[config.mk]
export PLATFORM = sky130hd
export DESIGN_NAME = issue_unit_flat
export DESIGN_NICKNAME = d
export VERILOG_FILES = /design/src/rtl/issue_unit_pkg.sv /design/src/rtl/issue_unit_if.sv /design/src/rtl/issue_scoreboard.sv /design/src/rtl/issue_unit.sv /design/src/flat_wrapper.sv
export SDC_FILE = /design/constraint.sdc
export NUM_CORES = 1
export LEC_CHECK = 0
export CORE_MARGIN = 5
export CORE_UTILIZATION = 32
export CTS_BUF_LIST = sky130_fd_sc_hd__clkbuf_16
export CTS_CLUSTER_SIZE = 16
export DETAILED_ROUTE_END_ITERATION = 16
export PLACE_DENSITY_LB_ADDON = 0.2
export RECOVER_POWER = 50
export SETUP_SLACK_MARGIN = 0.05
export SYNTH_ARGS = -nofsm -noshare
export SYNTH_HDL_FRONTEND = slang
export SYNTH_SLANG_ARGS = --single-unit
export TNS_END_PERCENT = 10
[constraint.sdc]
create_clock -name issue_clock_in -period 7.31 [get_ports issue_clock_in]
set_clock_uncertainty 0.1 [all_clocks]
set_input_delay 0.731 -clock issue_clock_in [delete_from_list [all_inputs] [get_ports issue_clock_in]]
set_output_delay 0.731 -clock issue_clock_in [all_outputs]
set_load 0.01 [all_outputs]
[src/rtl/issue_unit_pkg.sv]
// Shared types and constants for the issue stage.
// Register-file geometry, exec-unit indices and the held-instruction bundle.
package issue_unit_pkg;

  localparam int GPR_ADDR_W = 5;
  localparam int NUM_GPR    = 32;
  localparam int EXEC_SEL_W = 3;

  typedef logic [GPR_ADDR_W-1:0] gpr_t;

  typedef enum logic [EXEC_SEL_W-1:0] {
    EU_ALU    = 3'd0,
    EU_BRANCH = 3'd1,
    EU_LSU    = 3'd2,
    EU_MUL    = 3'd3,
    EU_CSR    = 3'd4
  } exec_unit_e;

  typedef enum logic {
    ST_EMPTY = 1'b0,
    ST_HOLD  = 1'b1
  } issue_state_e;

  typedef struct packed {
    logic [EXEC_SEL_W-1:0] sel;
    gpr_t                  a;
    gpr_t                  b;
    gpr_t                  rd;
    logic                  uses_a;
    logic                  uses_b;
    logic                  writes_rd;
  } issue_instr_t;

  // x0 is hardwired, so it never maps to a pending bit.
  function automatic logic [NUM_GPR-1:0] gpr_onehot(
    input gpr_t r,
    input logic en
  );
    gpr_onehot = '0;
    if (en && (r != '0))
      gpr_onehot[r] = 1'b1;
  endfunction

endpackage

[src/rtl/issue_unit_if.sv]
// Decode, dispatch, writeback and debug signals of the issue stage.
// slave is the issue unit's view; master is the surrounding pipeline's.
interface issue_unit_if
  import issue_unit_pkg::*;
#(
  parameter int NUM_UNITS   = 5,
  parameter int STALL_CNT_W = 16
);

  logic                   dec_valid_in;
  logic                   dec_ready_out;
  logic [EXEC_SEL_W-1:0]  dec_exec_unit_sel_in;
  gpr_t                   dec_gpr_src_a_in;
  gpr_t                   dec_gpr_src_b_in;
  gpr_t                   dec_gpr_des_in;
  logic                   dec_uses_a_in;
  logic                   dec_uses_b_in;
  logic                   dec_writes_rd_in;

  logic [NUM_UNITS-1:0]   exec_ready_in;
  logic                   issue_valid_out;
  logic [EXEC_SEL_W-1:0]  issue_exec_unit_sel_out;
  gpr_t                   issue_gpr_a_out;
  gpr_t                   issue_gpr_b_out;
  gpr_t                   issue_gpr_rd_out;

  logic                   wb_valid_in;
  gpr_t                   wb_rd_in;
  logic                   issue_flush_in;

  logic                   illegal_sel_out;
  logic [STALL_CNT_W-1:0] stall_count_out;
  logic [NUM_GPR-1:0]     scoreboard_out;

  modport slave (
    input  dec_valid_in,
    output dec_ready_out,
    input  dec_exec_unit_sel_in,
    input  dec_gpr_src_a_in,
    input  dec_gpr_src_b_in,
    input  dec_gpr_des_in,
    input  dec_uses_a_in,
    input  dec_uses_b_in,
    input  dec_writes_rd_in,
    input  exec_ready_in,
    output issue_valid_out,
    output issue_exec_unit_sel_out,
    output issue_gpr_a_out,
    output issue_gpr_b_out,
    output issue_gpr_rd_out,
    input  wb_valid_in,
    input  wb_rd_in,
    input  issue_flush_in,
    output illegal_sel_out,
    output stall_count_out,
    output scoreboard_out
  );

  modport master (
    output dec_valid_in,
    input  dec_ready_out,
    output dec_exec_unit_sel_in,
    output dec_gpr_src_a_in,
    output dec_gpr_src_b_in,
    output dec_gpr_des_in,
    output dec_uses_a_in,
    output dec_uses_b_in,
    output dec_writes_rd_in,
    output exec_ready_in,
    input  issue_valid_out,
    input  issue_exec_unit_sel_out,
    input  issue_gpr_a_out,
    input  issue_gpr_b_out,
    input  issue_gpr_rd_out,
    output wb_valid_in,
    output wb_rd_in,
    output issue_flush_in,
    input  illegal_sel_out,
    input  stall_count_out,
    input  scoreboard_out
  );

endinterface

[src/rtl/issue_scoreboard.sv]
// Pending-destination scoreboard with a three-port hazard lookup.
// Writeback clears are bypassed into the lookup in the same cycle.
module issue_scoreboard
  import issue_unit_pkg::*;
(
  input  logic               i_clk,
  input  logic               i_rst,
  input  logic               i_set_en,
  input  gpr_t               i_set_rd,
  input  logic               i_clr_en,
  input  gpr_t               i_clr_rd,
  input  gpr_t               i_src_a,
  input  gpr_t               i_src_b,
  input  gpr_t               i_rd,
  input  logic               i_uses_a,
  input  logic               i_uses_b,
  input  logic               i_writes_rd,
  output logic               o_hazard,
  output logic [NUM_GPR-1:0] o_sb
);

  logic [NUM_GPR-1:0] r_sb;
  logic [NUM_GPR-1:0] w_set;
  logic [NUM_GPR-1:0] w_clr;
  logic [NUM_GPR-1:0] w_eff;

  assign w_set = gpr_onehot(i_set_rd, i_set_en);
  assign w_clr = gpr_onehot(i_clr_rd, i_clr_en);
  assign w_eff = r_sb & ~w_clr;

  // rd term is the WAW check; bit 0 is never set.
  assign o_hazard = (i_uses_a    & w_eff[i_src_a])
                  | (i_uses_b    & w_eff[i_src_b])
                  | (i_writes_rd & w_eff[i_rd]);

  assign o_sb = r_sb;

  // Set is ORed after the clear so a colliding dispatch wins.
  always_ff @(posedge i_clk) begin
    if (i_rst)
      r_sb <= '0;
    else
      r_sb <= w_eff | w_set;
  end

endmodule

[src/rtl/issue_unit.sv]
// Single-entry issue stage: holds one decoded op until its
// hazards clear and its execution unit is ready, then dispatches.
module issue_unit
  import issue_unit_pkg::*;
#(
  parameter int NUM_UNITS   = 5,
  parameter int STALL_CNT_W = 16
) (
  input logic          issue_clock_in,
  input logic          issue_reset_in,
  issue_unit_if.slave  io
);

  issue_state_e           r_state;
  issue_instr_t           r_ins;
  logic [STALL_CNT_W-1:0] r_stall;

  issue_instr_t w_dec_ins;
  logic         w_hold;
  logic         w_legal;
  logic         w_unit_rdy;
  logic         w_hazard;
  logic         w_issue;
  logic         w_fire;
  logic         w_drop;
  logic         w_ready;
  logic         w_accept;
  logic         w_stall;
  logic         w_flush;

  assign w_flush = io.issue_flush_in;

  always_comb begin
    w_dec_ins           = '0;
    w_dec_ins.sel       = io.dec_exec_unit_sel_in;
    w_dec_ins.a         = io.dec_gpr_src_a_in;
    w_dec_ins.b         = io.dec_gpr_src_b_in;
    w_dec_ins.rd        = io.dec_gpr_des_in;
    w_dec_ins.uses_a    = io.dec_uses_a_in;
    w_dec_ins.uses_b    = io.dec_uses_b_in;
    w_dec_ins.writes_rd = io.dec_writes_rd_in;
  end

  assign w_hold  = (r_state == ST_HOLD);
  assign w_legal = 32'(r_ins.sel) < NUM_UNITS;

  // Out-of-range selects never match, so no illegal index is formed.
  always_comb begin
    w_unit_rdy = 1'b0;
    for (int u = 0; u < NUM_UNITS; u++) begin
      if (32'(r_ins.sel) == u)
        w_unit_rdy = io.exec_ready_in[u];
    end
  end

  issue_scoreboard u_sb (
    .i_clk       (issue_clock_in),
    .i_rst       (issue_reset_in),
    .i_set_en    (w_fire & r_ins.writes_rd),
    .i_set_rd    (r_ins.rd),
    .i_clr_en    (io.wb_valid_in),
    .i_clr_rd    (io.wb_rd_in),
    .i_src_a     (r_ins.a),
    .i_src_b     (r_ins.b),
    .i_rd        (r_ins.rd),
    .i_uses_a    (r_ins.uses_a),
    .i_uses_b    (r_ins.uses_b),
    .i_writes_rd (r_ins.writes_rd),
    .o_hazard    (w_hazard),
    .o_sb        (io.scoreboard_out)
  );

  assign w_issue  = w_hold & ~w_hazard & w_legal & ~w_flush;
  assign w_fire   = w_issue & w_unit_rdy;
  assign w_drop   = w_hold & ~w_legal & ~w_flush;
  assign w_ready  = ~w_flush & (~w_hold | w_fire | w_drop);
  assign w_accept = io.dec_valid_in & w_ready;
  assign w_stall  = w_hold & ~w_fire & ~w_drop & ~w_flush;

  always_ff @(posedge issue_clock_in) begin
    if (issue_reset_in) begin
      r_state <= ST_EMPTY;
      r_ins   <= '0;
      r_stall <= '0;
    end else begin
      if (w_accept) begin
        r_state <= ST_HOLD;
        r_ins   <= w_dec_ins;
      end else if (w_fire | w_drop | w_flush) begin
        r_state <= ST_EMPTY;
      end
      if (w_stall && !(&r_stall))
        r_stall <= r_stall + 1'b1;
    end
  end

  assign io.dec_ready_out           = w_ready;
  assign io.issue_valid_out         = w_issue;
  assign io.issue_exec_unit_sel_out = r_ins.sel;
  assign io.issue_gpr_a_out         = r_ins.a;
  assign io.issue_gpr_b_out         = r_ins.b;
  assign io.issue_gpr_rd_out        = r_ins.rd;
  assign io.illegal_sel_out         = w_drop;
  assign io.stall_count_out         = r_stall;

endmodule

[src/flat_wrapper.sv]
// flat-port wrapper written by rule: the top's interface ports become plain ports
module issue_unit_flat import issue_unit_pkg::*;
#(
  parameter int NUM_UNITS   = 5,
  parameter int STALL_CNT_W = 16
)
  (issue_clock_in, issue_reset_in, io_dec_valid_in, io_dec_ready_out, io_dec_exec_unit_sel_in, io_dec_gpr_src_a_in, io_dec_gpr_src_b_in, io_dec_gpr_des_in, io_dec_uses_a_in, io_dec_uses_b_in, io_dec_writes_rd_in, io_exec_ready_in, io_issue_valid_out, io_issue_exec_unit_sel_out, io_issue_gpr_a_out, io_issue_gpr_b_out, io_issue_gpr_rd_out, io_wb_valid_in, io_wb_rd_in, io_issue_flush_in, io_illegal_sel_out, io_stall_count_out, io_scoreboard_out);
  issue_unit_if #(.NUM_UNITS(NUM_UNITS), .STALL_CNT_W(STALL_CNT_W)) io_i ();
  input logic issue_clock_in;
  input logic issue_reset_in;
  input wire logic [$bits(io_i.dec_valid_in)-1:0] io_dec_valid_in;
  output wire logic [$bits(io_i.dec_ready_out)-1:0] io_dec_ready_out;
  input wire logic [$bits(io_i.dec_exec_unit_sel_in)-1:0] io_dec_exec_unit_sel_in;
  input wire logic [$bits(io_i.dec_gpr_src_a_in)-1:0] io_dec_gpr_src_a_in;
  input wire logic [$bits(io_i.dec_gpr_src_b_in)-1:0] io_dec_gpr_src_b_in;
  input wire logic [$bits(io_i.dec_gpr_des_in)-1:0] io_dec_gpr_des_in;
  input wire logic [$bits(io_i.dec_uses_a_in)-1:0] io_dec_uses_a_in;
  input wire logic [$bits(io_i.dec_uses_b_in)-1:0] io_dec_uses_b_in;
  input wire logic [$bits(io_i.dec_writes_rd_in)-1:0] io_dec_writes_rd_in;
  input wire logic [$bits(io_i.exec_ready_in)-1:0] io_exec_ready_in;
  output wire logic [$bits(io_i.issue_valid_out)-1:0] io_issue_valid_out;
  output wire logic [$bits(io_i.issue_exec_unit_sel_out)-1:0] io_issue_exec_unit_sel_out;
  output wire logic [$bits(io_i.issue_gpr_a_out)-1:0] io_issue_gpr_a_out;
  output wire logic [$bits(io_i.issue_gpr_b_out)-1:0] io_issue_gpr_b_out;
  output wire logic [$bits(io_i.issue_gpr_rd_out)-1:0] io_issue_gpr_rd_out;
  input wire logic [$bits(io_i.wb_valid_in)-1:0] io_wb_valid_in;
  input wire logic [$bits(io_i.wb_rd_in)-1:0] io_wb_rd_in;
  input wire logic [$bits(io_i.issue_flush_in)-1:0] io_issue_flush_in;
  output wire logic [$bits(io_i.illegal_sel_out)-1:0] io_illegal_sel_out;
  output wire logic [$bits(io_i.stall_count_out)-1:0] io_stall_count_out;
  output wire logic [$bits(io_i.scoreboard_out)-1:0] io_scoreboard_out;
  assign io_i.dec_valid_in = io_dec_valid_in;
  assign io_dec_ready_out = io_i.dec_ready_out;
  assign io_i.dec_exec_unit_sel_in = io_dec_exec_unit_sel_in;
  assign io_i.dec_gpr_src_a_in = io_dec_gpr_src_a_in;
  assign io_i.dec_gpr_src_b_in = io_dec_gpr_src_b_in;
  assign io_i.dec_gpr_des_in = io_dec_gpr_des_in;
  assign io_i.dec_uses_a_in = io_dec_uses_a_in;
  assign io_i.dec_uses_b_in = io_dec_uses_b_in;
  assign io_i.dec_writes_rd_in = io_dec_writes_rd_in;
  assign io_i.exec_ready_in = io_exec_ready_in;
  assign io_issue_valid_out = io_i.issue_valid_out;
  assign io_issue_exec_unit_sel_out = io_i.issue_exec_unit_sel_out;
  assign io_issue_gpr_a_out = io_i.issue_gpr_a_out;
  assign io_issue_gpr_b_out = io_i.issue_gpr_b_out;
  assign io_issue_gpr_rd_out = io_i.issue_gpr_rd_out;
  assign io_i.wb_valid_in = io_wb_valid_in;
  assign io_i.wb_rd_in = io_wb_rd_in;
  assign io_i.issue_flush_in = io_issue_flush_in;
  assign io_illegal_sel_out = io_i.illegal_sel_out;
  assign io_stall_count_out = io_i.stall_count_out;
  assign io_scoreboard_out = io_i.scoreboard_out;
  issue_unit #(.NUM_UNITS(NUM_UNITS), .STALL_CNT_W(STALL_CNT_W)) u_core (.issue_clock_in(issue_clock_in), .issue_reset_in(issue_reset_in), .io(io_i));
endmodule
==> results of run 1 <==
==> metal layers <==
| metal | vias to the layer above | share of wire, % | global-route usage (%) |
|---|---|---|---|
| met1 | 2273 | 42 | 25.89 |
| met5 | - | 0 | 0 |
| met3 | 30 | 7.1 | 5.081 |
| met4 | 0 | 2.7 | 6.836 |
| li1 | 2207 | - | - |
| met2 | 211 | 49 | 33.40 |
==> path summary, 6_finish.rpt <==
path,start,end,slack (ps),cells past startpoint
setup / recovery,io_wb_valid_in,io_dec_ready_out,1820,11
hold / removal,u_core.io.issue_gpr_b_out[0]$_SDFFE_PP0P_,u_core.io.issue_gpr_b_out[0]$_SDFFE_PP0P_,390,2
setup reg to reg,u_core.io.issue_gpr_a_out[0]$_SDFFE_PP0P_,u_core.r_ins[2]$_SDFFE_PP0P_,3280,8
hold reg to reg,u_core.io.issue_gpr_b_out[0]$_SDFFE_PP0P_,u_core.io.issue_gpr_b_out[0]$_SDFFE_PP0P_,390,2
==> sequential cells by signal, indices dropped and copies added (netlist names) <==
| name | count |
|---|---|
| u_core.io.issue_gpr_b_out | 5 |
| u_core.io.issue_exec_unit_sel_out | 3 |
| u_core.r_ins | 3 |
| u_core.io.issue_gpr_rd_out | 5 |
| u_core.u_sb.o_sb | 32 |
| u_core.r_state | 1 |
| u_core.io.issue_gpr_a_out | 5 |
| u_core.io.stall_count_out | 16 |
==> worst min-delay path: cells and delay by family (launching register included) <==
kind | cells | cell delay, ps
muxes | 1 | 50
DFF | 1 | 330
and+or+nand+nor | 1 | 70
==> layout by cell type (no fill, tap or decap), drive strengths merged, types with 4 or more instances in the layout <==
cell,n
o22ai,15
nand3,27
nand4,16
inv,14
or4,6
o211ai,12
or3,12
dfxtp,70
nand3b,4
mux2i,32
o2111ai,7
nor2b,15
o31ai,7
a21oi,24
nor4,5
nor3,7
clkbuf,13
nand2b,36
a21boi,6
nand2,52
or2,4
buf,4
o21ai,40
nor2,21
mux2,10
clkdlybuf4s50,39
a311oi,5
dlygate4sd3,64
mux4,5
==> power groups by stage <==
stage / clock [mW] / combinational [mW] / sequential (mW)
5_1_grt: 0.497 / 0.126 / 0.405
2_1_floorplan: 0 / 0.0740 / 0.405
4_1_cts: 0.478 / 0.118 / 0.404
3_5_place_dp: 0 / 0.118 / 0.412
3_3_place_gp: 0 / 0.117 / 0.412
6_report: 0.469 / 0.117 / 0.403
==> cells by family (layout without fill, tap and decap cells) <==
family,after synthesis,after routing
DFF,70,70
muxes,47,47
AOI/OAI and AO/OA,147,147
and+or+nand+nor,221,221
buffers and inverters,58,141
adders and majority gates,1,1
xor gates and xnor gates,3,3
==> area by class of cell <==
cell class / count / area (sq um)
repair buffers: 111 / 1074
fillers: 1415 / 8357
clock buffers: 9 / 225.2
inverters: 14 / 52.55
flip-flops and latches: 70 / 1401
multi-input cells: 419 / 2940
well taps: 184 / 230.2
clock inverters: 7 / 88.84
==> stage by stage <==
| stage | power, mW | util (%) |
|---|---|---|
| 6_report | 0.9889 | 41.84 |
| 5_1_grt | 1.028 | 41.84 |
| 4_1_cts | 1.000 | 41.95 |
| 3_5_place_dp | 0.5300 | 39.76 |
| 3_3_place_gp | 0.5296 | 39.76 |
| 2_1_floorplan | 0.4788 | - |
==> summary.txt, run 1 <==
Status
  • Outcome: finished with violations
  • Failing checks: max-capacitance violations, max-slew violations

STA
  • Max-slew violations: 77
  • Headroom to the max-slew limit: -108.0%
  • Post-Route Setup TNS: 0 ps
  • Final setup violation count: 0
  • Post-layout min period: 5487 ps
  • Final Hold Fails: 0
  • Worst-margin pin slew: 3121 ps
  • Fmax: 182.2 MHz
  • RSZ-0062 raised after global routing: no
  • Crit share post-route: 75.06%
  • Final hold slack: 394.3 ps
  • Final worst setup slack: 1823 ps

Synthesis
  • Post-Synth XOR/XNOR Area: 0.5666%
  • Most frequent cell after synthesis: dfxtp_1
  • Post-synth EDFFs: 0
  • Syn Area/Cell: 8.477 sq um
  • Async S/R FF share, synth: 0%
  • Largest family of logic cells by synthesized area: simple AND/OR/NAND/NOR gates
  • Cell Area, Synth: 0.004637 sq mm
  • Synth area leaders: dfxtp_1 (30%), mux2i_1 (6.9%), nand2b_1 (4.9%)
  • Area share of the largest cell type after synthesis: 30.22%
  • Adder-Cell Fraction of Synth Area: 0.2698%
  • Synth Area in Simple Gates: 27.12%
  • Most instantiated cells after synthesis: dfxtp_1 (70), nand2_1 (52), nand2b_1 (36)
  • Top FF cell, synth: dfxtp_1
  • Synth warn: 0
  • Post-synthesis sequential area ratio: 30.22%
  • Post-synthesis cell type count: 75
  • Post-synthesis mux area share: 11.76%
  • Post-Syn Instances: 547
  • Synth Area in Compound Gates: 23.58%
  • Post-synth net total: 584
  • Yosys top cell by area: dfxtp_1
  • Post-synthesis register bit count: 70

Global route
  • Initial antenna violation count: 0
  • Global-route wire length before repair: 26.38 mm
  • Pin count of the biggest net entering global routing: 77
  • GRT Total Usage: 20.24%
  • Vias in the first global route: 4626
  • Gr ovfl total: 0

Drt
  • Routed WL: 17.07 mm
  • DRC: 0
  • Initial DRT Pass Iterations: 5
  • Vias per cell: 5.800
  • Final ANT Viol Nets: 0
  • Via count: 4721
  • Initial DRC count: 415
  • Average wire per standard cell: 20.97 microns

Setup path
  • Crit path kind: in2out
  • Worst EP required: 6480 ps
  • Crit path DAT: 4660 ps
  • Crit path max-delay family: simple AND/OR/NAND/NOR gates
  • Critical Path End Type: output port
  • Critical-path cell list: clkdlybuf4s50_1 > or4bb_4 > o21ai_0 > mux4_2 > nor4_1 > a311oi_4 > o211ai_4 > nor2_4 > nor2_1 > nor2_1 > clkdlybuf4s50_1
  • Slowest CP cell: o21ai_0
  • CP Launch Type: primary input
  • Worst-path maximum fanout: 13
  • Worst Path Buf+Inv: 2
  • Max stage delay on crit path: 700 ps

Finish
  • Final nets: 662
  • Post-Layout Cell Count: 814
  • Area Growth Syn to Fin: 29.65%
  • Proportion of layout cells with a drive suffix above 1: 10.48%
  • Diode count: 0
  • Final Cell Area: 0.006012 sq mm

Clocking
  • CTS Buf Count: 9
  • Max H-tree Level: 3
  • # hold bufs at CTS: 0
  • CTS clk-pin slew, worst paths: 50 ps
  • Clock Sinks: 70
  • Root Buffer: clkbuf_16
  • Max Root-Sink Buffers: 2
  • Clock latency on the worst-skew pair: 340 ps
  • Post-CTS Resized: 0
  • Post-CTS setup buffers: 0
  • CTS tree: built

Power and ir drop
  • Switch Pwr: 0.2512 mW
  • Sw Ratio: 25.41%
  • Pwr Density: 164.5 mW/mm^2
  • Combinational group share of total power: 11.8%
  • Lkg Pwr: 2.039 nW
  • Peak supply drop: 90.76 uV
  • Cell Int Power: 0.7376 mW
  • Sequential share of power: 40.8%
  • Power share of the clock group: 47.4%

Placement
  • DP Cell Count: 798
  • Setup WS pre-CTS: 2201 ps
  • Gpl congestion: 0.9955
  • DP Area: 0.005713 sq mm
  • Hpwl dp: 12.84 mm
  • Port bufs: 104

Floorplan
  • Die ar.: 0.01700 sq mm
  • # IOs: 105
  • Std cell rows: 44
  • Die Width: 130.4 microns
  • Die Y-Extent: 130.4 microns
  • Starting Density: 32.27%
  • Core area: 0.01437 sq mm

Worst hold path
  • Tightest Hold Check Type: reg2reg

Job
  • Max Cap Violations: 1
(Power assumes the default switching activity.)
==> run 2, diff against run 1 <==
Clock period 7.31 ns to 5.3 ns, I/O delays scaled along.
==> summary.txt, run 2 (synthesis results as in run 1) <==
Power and ir drop
  • Lkg Pwr: 2.050 nW (+0.56%)
  • Pwr Density: 219.2 mW/mm^2 (+33%)
  • Peak supply drop: 120.9 uV (+33%)
  • Total Power: 1.317 mW (+33%)

STA
  • Crit share post-route: 86.72%
  • Post-layout min period: 4596 ps
  • Final hold slack: 398.9 ps (+4.636 ps)
  • Final Hold Fails: 0 (unchanged)
  • Final setup violation count: 0 (unchanged)
  • Worst-margin pin slew: 3141 ps (+20.24 ps)
  • Max-slew violations: 76 (-1.3%)
  • Final worst setup slack: 704.0 ps (-1119 ps)
  • Fmax: 217.6 MHz
  • Headroom to the max-slew limit: -109.4% (-1.4 points)
  • Post-Route Setup TNS: 0 ps (unchanged)
  • RSZ-0062 raised after global routing: no

Finish
  • Max reg flops: 32 (unchanged)
  • Diode count: 0 (unchanged)
  • Commonest non-fill, non-tap cell in the layout: dfxtp_1
  • Post-Layout Cell Count: 816 (+0.25%)
  • Commonest cells after routing, fill and taps aside: dfxtp_1 (70), dlygate4sd3_1 (65), nand2_1 (52), clkdlybuf4s50_1 (38), nand2b_1 (36)
  • Proportion of layout cells with a drive suffix above 1: 10.92% (+0.44 points)
  • Final Cell Area: 0.006007 sq mm (about the same)
  • Util after Layout: 41.81% (about the same)
  • Final nets: 664 (+0.30%)
  • Fillers: 1446 (+2.2%)
  • Storage element area: 0.001401 sq mm (unchanged)
  • Area Growth Syn to Fin: 29.55% (about the same)
  • Multi-input combinational cell area: 0.002940 sq mm (unchanged)

Drt
  • Initial DRT Pass Iterations: 5 (unchanged)
  • Via count: 4706 (-0.32%)
  • Routed WL: 16.97 mm (-0.59%)
  • Average wire per standard cell: 20.80 microns (-0.83%)
  • DRC: 0 (unchanged)
  • Routed wl met2: 8.105 mm (-2.2%)
  • Metal3 WL: 1.138 mm (-5.8%)
  • Initial DRC count: 467 (+13%)
  • Met1 wire length: 7.340 mm (+3.1%)
  • Final ANT Viol Nets: 0 (unchanged)
  • Highest routed layer: met4
  • Vias per cell: 5.767 (-0.56%)

Clocking
  • Root Buffer: clkbuf_16
  • Max H-tree Level: 3 (unchanged)
  • CTS tree: built
  • Post-CTS Resized: 0 (unchanged)
  • CTS clk-pin slew, worst paths: 60 ps (about the same)
  • Post-CTS setup buffers: 0 (unchanged)
  • Max Root-Sink Buffers: 2 (unchanged)
  • Clock latency on the worst-skew pair: 350 ps (about the same)
  • Clock Sinks: 70 (unchanged)
  • # hold bufs at CTS: 0 (unchanged)
  • CTS Buf Count: 9 (unchanged)

Placement
  • Gpl congestion: 0.9340 (-6.2%)
  • DP Area: 0.005728 sq mm (+0.26%)
  • Port bufs: 104 (unchanged)
  • Setup WS pre-CTS: 767.2 ps (-1433 ps)
  • DP Cell Count: 800 (+0.25%)
  • Hpwl dp: 12.65 mm (-1.5%)

Floorplan
  • Die Width: 130.4 microns (unchanged)
  • Die Y-Extent: 130.4 microns (unchanged)
  • Std cell rows: 44 (unchanged)
  • Core area: 0.01437 sq mm (unchanged)
  • Die ar.: 0.01700 sq mm (unchanged)
  • Starting Density: 32.27% (unchanged)
  • # IOs: 105 (unchanged)

Setup path
  • Max stage delay on crit path: 620 ps (-80 ps)
  • Critical Path End Type: output port
  • Crit path DAT: 3970 ps (-690 ps)
  • Critical-path cell list: clkdlybuf4s50_1 > or4bb_4 > o21ai_1 > mux4_2 > nor4_1 > a311oi_4 > o211ai_4 > nor2_4 > nor2_1 > nor2_1 > clkdlybuf4s50_1
  • Worst-path maximum fanout: 9 (-4)
  • Slowest CP cell: clkdlybuf4s50_1
  • Reg2reg start: u_core.io.issue_gpr_a_out[0]$_SDFFE_PP0P_
  • CP Launch Point: io_wb_valid_in
  • Worst EP required: 4670 ps (-1810 ps)
  • Crit path kind: in2out
  • CP Launch Type: primary input

Global route
  • GRT Total Usage: 20.39% (+0.15 points)
  • Global-route wire length before repair: 26.50 mm (+0.45%)
  • Vias in the first global route: 4619 (-0.15%)
  • Initial antenna violation count: 0 (unchanged)
  • Pin count of the biggest net entering global routing: 76 (-1.3%)
  • Gr ovfl total: 0 (unchanged)

Job
  • Max Cap Violations: 1 (unchanged)

Status
  • Outcome: finished with violations
  • Failing checks: max-capacitance violations, max-slew violations

Worst hold path
  • Min-delay src: u_core.io.stall_count_out[15]$_SDFFE_PP0P_
  • Tightest Hold Check Type: reg2reg
## run 2: area by class of cell
| class | count | area share, % |
|---|---|---|
| Multi-Input combinational cell | 419 | 48.95 |
| Sequential cell | 70 | 23.33 |
| Timing Repair Buffer | 113 | 18.18 |
| Tap cell | 184 | 3.833 |
| Clock buffer | 9 | 3.749 |
| Clock inverter | 7 | 1.083 |
| Inverter | 14 | 0.8748 |
## run 2: where the power goes
group / switching (mW) / internal (mW) / total [mW]
registers: 0.0279 / 0.536 / 0.563
clock network: 0.237 / 0.360 / 0.598
logic: 0.0817 / 0.0738 / 0.155
## run 2: critical path: cells and delay by family
kind	cells	cell delay, ps
compound gates	3	870
buf+inv	2	1180
mux	1	350
simple gates	5	1030
## run 2: path summary, 6_finish.rpt
check        depth (start not counted)                                    endpoint  slack [ps]
max reg2reg                         11   u_core.io.issue_gpr_b_out[1]$_SDFFE_PP0P_        1560
min reg2reg                          2  u_core.io.stall_count_out[15]$_SDFFE_PP0P_         400
min                                  2  u_core.io.stall_count_out[15]$_SDFFE_PP0P_         400
max                                 11                            io_dec_ready_out         700
## run 2: routing by layer
layer | vias up | global-route usage, %
li1 | 2211 | -
met1 | 2279 | 26.37
met2 | 192 | 33.58
met3 | 24 | 4.715
met4 | 0 | 6.957
met5 | - | 0
==> run 3, diff against run 2 <==
Settings changed: CORE_UTILIZATION 32 to 50.
==> summary.txt, run 3 (synthesis results as in run 1) <==
Worst hold path
  • Tightest Hold Check Type: reg2reg

Global route
  • Met3 Use GR: 5.039% (+0.32 points)
  • Met2 usage: 43.17% (+9.6 points)
  • M1 GR Usage: 32.39% (+6.0 points)
  • Gr ovfl total: 0 (unchanged)
  • Global-route wire length before repair: 23.50 mm (-11%)
  • Pin count of the biggest net entering global routing: 76 (unchanged)
  • Initial antenna violation count: 0 (unchanged)
  • GRT Total Usage: 25.93% (+5.5 points)
  • Most Crowded Layer GR: met2
  • Vias in the first global route: 4621 (+0.043%)

Setup path
  • Crit path kind: in2out
  • Critical Path End Type: output port
  • Worst-path maximum fanout: 13 (+4)
  • Critical-path cell list: dlygate4sd3_1 > nand2_1 > o21ai_1 > mux2_2 > o311ai_0 > nor4_2 > nand4_4 > nor2_4 > nor2_1 > nor2_1 > clkdlybuf4s50_1
  • Max stage delay on crit path: 800 ps (+180 ps)
  • Crit path max-delay family: simple AND/OR/NAND/NOR gates
  • Crit path DAT: 4090 ps (+120 ps)
  • Worst EP required: 4670 ps (about the same)
  • Worst Path Buf+Inv: 2 (unchanged)
  • CP Launch Type: primary input
  • Slowest CP cell: dlygate4sd3_1
  • Most numerous cell on the critical path: nor2_1

Clocking
  • Clock Sinks: 70 (unchanged)
  • CTS clk-pin slew, worst paths: 60 ps (about the same)
  • Max H-tree Level: 3 (unchanged)
  • Max Root-Sink Buffers: 2 (unchanged)
  • CTS Buf Count: 9 (unchanged)
  • Post-CTS Resized: 0 (unchanged)
  • Clock latency on the worst-skew pair: 330 ps (-20 ps)
  • Root Buffer: clkbuf_16
  • CTS tree: built
  • Post-CTS setup buffers: 0 (unchanged)
  • # hold bufs at CTS: 0 (unchanged)

Drt
  • Final ANT Viol Nets: 0 (unchanged)
  • Vias per cell: 6.478 (+12%)
  • Average wire per standard cell: 20.30 microns (-2.4%)
  • Initial DRT Pass Iterations: 5 (unchanged)
  • Routed WL: 14.99 mm (-12%)
  • Initial DRC count: 486 (+4.1%)
  • Via count: 4781 (+1.6%)
  • DRC: 0 (unchanged)

STA
  • Final hold slack: 403.0 ps (+4.132 ps)
  • Final setup violation count: 0 (unchanged)
  • Crit share post-route: 89.10% (+2.4 points)
  • Final Hold Fails: 0 (unchanged)
  • Post-layout min period: 4722 ps (+126.2 ps)
  • Headroom to the max-slew limit: -100.4% (+9.0 points)
  • RSZ-0062 raised after global routing: no
  • Post-Route Setup TNS: 0 ps (unchanged)
  • Fmax: 211.8 MHz (-2.7%)
  • Worst-margin pin slew: 3006 ps (-135.4 ps)
  • Max-slew violations: 76 (unchanged)

Placement
  • Gpl congestion: 0.9624 (+3.0%)
  • DP Cell Count: 722 (-9.8%)
  • Hpwl dp: 10.74 mm (-15%)
  • Port bufs: 104 (unchanged)

Finish
  • Max reg flops: 32 (unchanged)
  • Util after Layout: 64.01% (+22 points)
  • Final nets: 659 (-0.75%)
  • Area Growth Syn to Fin: 26.34%
  • Proportion of layout cells with a drive suffix above 1: 10.37% (-0.55 points)
  • Fillers: 807 (-44%)
  • Post-Layout Cell Count: 738 (-9.6%)
  • Diode count: 0 (unchanged)
  • Commonest cells after routing, fill and taps aside: dfxtp_1 (70), dlygate4sd3_1 (67), nand2_1 (52), nand2b_1 (36), clkdlybuf4s50_1 (36)
  • Commonest non-fill, non-tap cell in the layout: dfxtp_1

Floorplan
  • Starting Density: 50.66% (+18 points)
  • Std cell rows: 35 (-20%)
  • # IOs: 105 (unchanged)
  • Die Width: 106.3 microns (-18%)
  • Core area: 0.009153 sq mm (-36%)
  • Die ar.: 0.01130 sq mm (-34%)
  • Die Y-Extent: 106.3 microns (-18%)

Power and ir drop
  • Combinational group share of total power: 11.8% (about the same)
  • Sw Ratio: 26.40% (+0.056 points)
  • Pwr Density: 213.2 mW/mm^2 (-2.7%)
  • Cell Int Power: 0.9190 mW (-5.2%)
  • Lkg Pwr: 2.013 nW (-1.8%)
  • Power share of the clock group: 43.0% (-2.4 points)
  • Switch Pwr: 0.3297 mW (-4.9%)
  • Peak supply drop: 140.9 uV (+17%)
  • Sequential share of power: 45.3% (+2.5 points)

Status
  • Failing checks: max-capacitance violations, max-slew violations
  • Outcome: finished with violations

Job
  • Max Cap Violations: 1 (unchanged)
run 3: cell types whose count changed in the layout (fill, tap and decap cells not counted), sizes merged:
cell           change
dlygate4sd3        +2
clkinvlp           +2
bufinv             -1
clkbuf             -1
clkinv             -1
buf                -4
clkdlybuf4s50      -2
run 3: final cells by class:
cell class,count,area [sq um],area share (%)
well taps,111,138.9,2.371
repair buffers,108,1059,18.07
multi-input cells,419,2940,50.19
inverters,14,52.55,0.8971
clock inverters,7,41.29,0.7048
flip-flops and latches,70,1401,23.92
clock buffers,9,225.2,3.845
run 3: stage by stage:
stage	setup slack [ps]	power [mW]	cell area [sq um]
after floorplan	2047	0.6604	4637
after CTS	679.7	1.261	5866
final	577.8	1.249	5858
after global routing	400.6	1.294	5858
after detailed placement	703.0	0.7229	5599
after global placement	740.5	0.7211	5599
run 3: tightest hold or removal path: stages, from the launching register on:
cell	delay (ps)
dfxtp_1	340
o21ai_2	70
a21oi_2	50
run 3: path summary, 6_finish.rpt:
kind	cells past startpoint	slack, ps	start	to
max	11	580	io_wb_rd_in[1]	io_dec_ready_out
min	2	400	u_core.io.stall_count_out[15]$_SDFFE_PP0P_	u_core.io.stall_count_out[15]$_SDFFE_PP0P_
max reg2reg	8	1680	u_core.io.issue_gpr_rd_out[2]$_SDFFE_PP0P_	u_core.io.stall_count_out[10]$_SDFFE_PP0P_
min reg2reg	2	400	u_core.io.stall_count_out[15]$_SDFFE_PP0P_	u_core.io.stall_count_out[15]$_SDFFE_PP0P_
run 3: power by group through the flow:
stage	clock, mW	combinational, mW	sequential, mW
finish	0.536	0.147	0.565
global route	0.569	0.159	0.567
global placement	0	0.146	0.575
CTS	0.549	0.148	0.564
floorplan	0	0.102	0.558
detailed placement	0	0.147	0.575
run 3: routing by layer:
metal	up-vias	wire, microns	part of all wire (%)
met5	-	0	0
met4	0	501	3.3
met3	48	1387	9.3
met2	293	7061	47
met1	2244	6035	40
li1	2196	-	-
